## src/rtl/axis_width_packer.sv

```systemverilog
// Narrow-to-wide AXI-stream packer: gathers RATIO input beats into one registered
// wide beat, with early completion on ilast and forced emission of partial words on flush.

module axis_width_packer_lane #(
    parameter int DATA_WIDTH  = 8,
    parameter int COUNT_WIDTH = 2,
    parameter int LANE        = 0
) (
    input  logic                   clock,
    input  logic                   reset,
    input  logic [COUNT_WIDTH-1:0] count,
    input  logic [DATA_WIDTH-1:0]  idata,
    input  logic                   accept,
    input  logic                   complete,
    input  logic                   do_flush,
    output logic [DATA_WIDTH-1:0]  lane_data,
    output logic                   lane_keep
);
    localparam logic [COUNT_WIDTH-1:0] IDX = COUNT_WIDTH'(LANE);

    logic [DATA_WIDTH-1:0] acc;
    logic                  here;
    logic                  below;

    assign here  = (count == IDX);
    assign below = (IDX < count);

    always_ff @(posedge clock) begin
        if (reset) begin
            acc       <= '0;
            lane_data <= '0;
            lane_keep <= 1'b0;
        end else begin
            if (complete || do_flush)
                acc <= '0;
            else if (accept && here)
                acc <= idata;

            // The completing beat bypasses the accumulator straight into its lane.
            if (complete) begin
                lane_data <= below ? acc : (here ? idata : '0);
                lane_keep <= below || here;
            end else if (do_flush) begin
                lane_data <= below ? acc : '0;
                lane_keep <= below;
            end
        end
    end
endmodule

module axis_width_packer #(
    parameter int DATA_WIDTH  = 8,
    parameter int RATIO       = 4,
    parameter int COUNT_WIDTH = 2
) (
    input  logic                        clock,
    input  logic                        reset,
    input  logic [DATA_WIDTH-1:0]       idata,
    input  logic                        ivalid,
    output logic                        iready,
    input  logic                        ilast,
    input  logic                        flush,
    output logic [COUNT_WIDTH-1:0]      count,
    output logic [DATA_WIDTH*RATIO-1:0] odata,
    output logic [RATIO-1:0]            okeep,
    output logic                        olast,
    output logic                        ovalid,
    input  logic                        oready
);
    localparam logic [COUNT_WIDTH-1:0] LAST_LANE = COUNT_WIDTH'(RATIO - 1);

    logic                                 accept;
    logic                                 complete;
    logic                                 do_flush;
    logic [RATIO-1:0][DATA_WIDTH-1:0]     lane_data;
    logic [RATIO-1:0]                     lane_keep;

    assign iready   = !ovalid || oready;
    assign accept   = ivalid && iready;
    assign complete = accept && ((count == LAST_LANE) || ilast);
    // An accept in the same cycle wins; the source keeps flush asserted.
    assign do_flush = flush && !accept && (count != '0) && iready;

    genvar i;
    generate
        for (i = 0; i < RATIO; i++) begin : g_lane
            axis_width_packer_lane #(
                .DATA_WIDTH (DATA_WIDTH),
                .COUNT_WIDTH(COUNT_WIDTH),
                .LANE       (i)
            ) u_lane (
                .clock    (clock),
                .reset    (reset),
                .count    (count),
                .idata    (idata),
                .accept   (accept),
                .complete (complete),
                .do_flush (do_flush),
                .lane_data(lane_data[i]),
                .lane_keep(lane_keep[i])
            );
        end
    endgenerate

    assign odata = lane_data;
    assign okeep = lane_keep;

    always_ff @(posedge clock) begin
        if (reset) begin
            count  <= '0;
            ovalid <= 1'b0;
            olast  <= 1'b0;
        end else begin
            if (complete || do_flush)
                count <= '0;
            else if (accept)
                count <= count + COUNT_WIDTH'(1);

            if (complete) begin
                ovalid <= 1'b1;
                olast  <= ilast;
            end else if (do_flush) begin
                ovalid <= 1'b1;
                olast  <= 1'b0;
            end else if (oready) begin
                ovalid <= 1'b0;
            end
        end
    end
endmodule

```

## config.mk

```make
export PLATFORM = sky130hd
export DESIGN_NAME = axis_width_packer
export DESIGN_NICKNAME = d
export VERILOG_FILES = /design/src/rtl/axis_width_packer.sv
export SDC_FILE = /design/constraint.sdc
export NUM_CORES = 1
export LEC_CHECK = 0
export BUFFER_PORTS_ARGS = -buffer_cell sky130_fd_sc_hd__buf_2
export CAP_MARGIN = 0
export CORE_AREA = 2 2 95 97
export DETAILED_ROUTE_END_ITERATION = 8
export DIE_AREA = 0 0 97 99
export PLACE_DENSITY = 0.61
export SLEW_MARGIN = 40
export SYNTH_ARGS = -nofsm -noshare
export SYNTH_HDL_FRONTEND = slang
export SYNTH_HIERARCHICAL = 1
export SYNTH_SLANG_ARGS = --single-unit
export TNS_END_PERCENT = 1
```

## constraint.sdc

```tcl
create_clock -name clock -period 3 [get_ports clock]
set_input_delay 0 -clock clock [delete_from_list [all_inputs] [get_ports clock]]
set_output_delay 0 -clock clock [all_outputs]
set_load 0.02 [all_outputs]
```

==> results.md <==
* Residual DRC at 0
* Via count of the first global-routing pass at 2305
* CTS Sinks at 64
* Setup_tns at 0 ns
* Number of antenna diodes at 0
* Area delta synth->final at 14.9%
* Synthesized instance count at 305
* First-pass GRT wire length at 11500 um
* Final instance area at 0.00335 sq mm
* Final hold violations at 0
* RSZ-0062 raised after global routing: false
* Slew Limit Fails at 0
* Min-delay src: idata[5]
* Rows at 34
* Pwr Total at 1.73 mW
* Clock Skew at 0.00956 ns
* HP Class: primary input to flip-flop
* H-tree Lvls at 3
* Num ports at 55
* Comb pwr share at 0.136
* Synth area leaders: dfxtp_1 44%, mux2i_1 8.2%, nor2_1 6.1%
* Core area at 0.00855 sq mm
* Final setup fails at 0
* Post-synthesis cell area at 0.00291 sq mm
* Syn Area/Cell at 9.55 sq um
* Avg WL per Cell at 15.1 um
* Post-synth top area share at 0.440
* DRT Pass-1 Iters at 4
* Via-to-Cell Ratio at 5.15
* Final Util at 0.391
* Root buffer cell: clkbuf_8
* HPWL after DPL at 4610 um
* Fmax at 402 MHz
* Fin nets at 370
* PortBufs at 54
* CP Class: flip-flop to flip-flop
* Ys async rst share at 0
* Status: finished, final reports clean
* Switch share at 0.277
* Via Count at 2401
* GPL Wtd Cong at 0.725
* Leading cell type in the layout, fill and taps excluded: dfxtp_1
* Die W at 97 um
* #FFs+latches synth at 64
* Post-synth top flop: dfxtp_1
* CTS tree: done
* Worst-path clk slew at 0.07 ns
* Total Routing Usage GR at 0.150
* Pin count of the biggest net entering global routing at 41
* Maximum VDD drop at 0.239 mV
* Clock power frac at 0.347
* Post-route insts no fill at 466
* Pwr dens at 518 mW/mm^2
* Placed cell areas at 0.00316 sq mm
* Crit Path Max Fanout at 24
* CP startpoint kind: flip-flop
* Unique masters post-synth at 43
* Share of cells above drive strength 1 at 0.291
* Die height at 99 um
* FF-to-FF End: g_lane[2].u_lane/lane_data[1]
* Max cap viols at 0
* Min setup slack post-route at 0.512 ns
* Hold_buf cts at 3
* Seq/Total Area, Yosys at 0.440
* Number of synthesized flops with an enable pin at 0
* CP Capture Type: flip-flop
* WP data required at 3.25 ns
* Slew headroom at 0.455
* Sequential power share at 0.517
* Internal at 1.25 mW
* Switching power at 0.481 mW
* Hold Path Stages at 3
* Final Critical Period at 2.49 ns
* Final Cycle Share at 0.829
* Tightest Pin Transition at 0.817 ns
* Final hold slack at 0.0194 ns
* Wirelength, routed at 7020 um
* Antenna Nets Post-Route at 0
* Initial antenna violation count at 0
* Postcts setup bufs at 0
* Placed Cells at 448
* Leak Pwr at 1.40 nW
* R2R Setup Slk at 0.51 ns
* Clk_lat worst skew at 0.33 ns
* Yosys warnings at 6
* Largest area contributor in the netlist: dfxtp_1
* R2R Path Start: count[1]
* CTS max path bufs at 2
* Die area at 0.00960 sq mm
* Remaining Overflow, GRT at 0
* Num CTS Buffers at 9
* Initial DRC count at 72
* Critical path arrival at 2.73 ns
* Initial Util at 0.341
* Synth Net Count at 321
* Hold path endpoint: g_lane[1].u_lane/lane_data[5]
* Worst-case reg-to-reg path depth at 7
* Most frequent cells in the layout: 64 x dfxtp_1, 54 x buf_2, 46 x nor2_1
* CTS resizes at 0
* Pre-CTS setup slack at 0.521 ns
[critical path, cell delays in order (launching register included)]
cell	delay [ns]
dfxtp_1	0.35
buf_4	0.28
ha_1	0.24
nor2_1	0.08
nor2_2	0.48
or2_1	0.60
nor2_1	0.11
a311oi_2	0.25
[sequential cells by signal (all words and copies together), names as in the netlist]
register	count
g_lane.u_lane/lane_data	32
g_lane.u_lane/acc	24
count	2
g_lane.u_lane/lane_keep	4
olast	1
ovalid	1
[logic make-up after synthesis]
family	share of synthesized area
simple gates	0.210
mux	0.0941
flops	0.440
buf+inv	0.0803
compound gates	0.167
fa+ha+maj	0.00859
[Yosys cell counts (all sizes together), types with 2 or more instances]
cell type	n
clkbuf	2
nand3b	2
mux2i	24
dfxtp	64
or2	2
nand3	25
a311oi	16
buf	24
a22o	3
a31oi	6
o211ai	5
mux2	3
nor2b	2
a21oi	13
nand4	10
ha	2
inv	6
or3	3
nand2	13
o21ai	13
nor2	48
a21o	2
or3b	10
[layer usage]
metal	vias up	GRT usage	wire (um)
li1	1195	-	-
met1	1138	0.189	3250
met2	58	0.235	3260
met3	10	0.0504	386
met4	0	0.0683	121
met5	-	0	0
[power by group through the flow]
stage | Combinational, mW | Clock [mW] | Sequential [mW]
finish | 0.235 | 0.602 | 0.896
global route | 0.259 | 0.661 | 0.900
CTS | 0.237 | 0.622 | 0.897
detailed placement | 0.234 | 0 | 0.916
global placement | 0.230 | 0 | 0.916
floorplan | 0.148 | 0 | 0.943
[worst max-delay path by stage]
stage                         from                             to  slack, ns  cells past startpoint
after floorplan           count[0]  g_lane[2].u_lane/lane_data[0]       0.47                      9
after global placement    count[0]  g_lane[2].u_lane/lane_data[0]       0.66                      8
after detailed placement  count[1]  g_lane[2].u_lane/lane_data[1]       0.52                      7
after CTS                 count[1]  g_lane[2].u_lane/lane_data[1]       0.52                      7
after global routing      count[1]  g_lane[2].u_lane/lane_data[1]       0.26                      7
final                     count[1]  g_lane[2].u_lane/lane_data[1]       0.51                      7
[final cells by class]
| cell class | instances | area (sq um) |
|---|---|---|
| timing repair buffer | 64 | 353 |
| clock inverter | 4 | 22.5 |
| tap | 108 | 135 |
| sequential | 64 | 1280 |
| clock buffer | 11 | 131 |
| multi-input combinational | 209 | 1400 |
| fill | 867 | 5200 |
| inverter | 6 | 22.5 |
No activity file was read; power rests on OpenSTA's default activity.
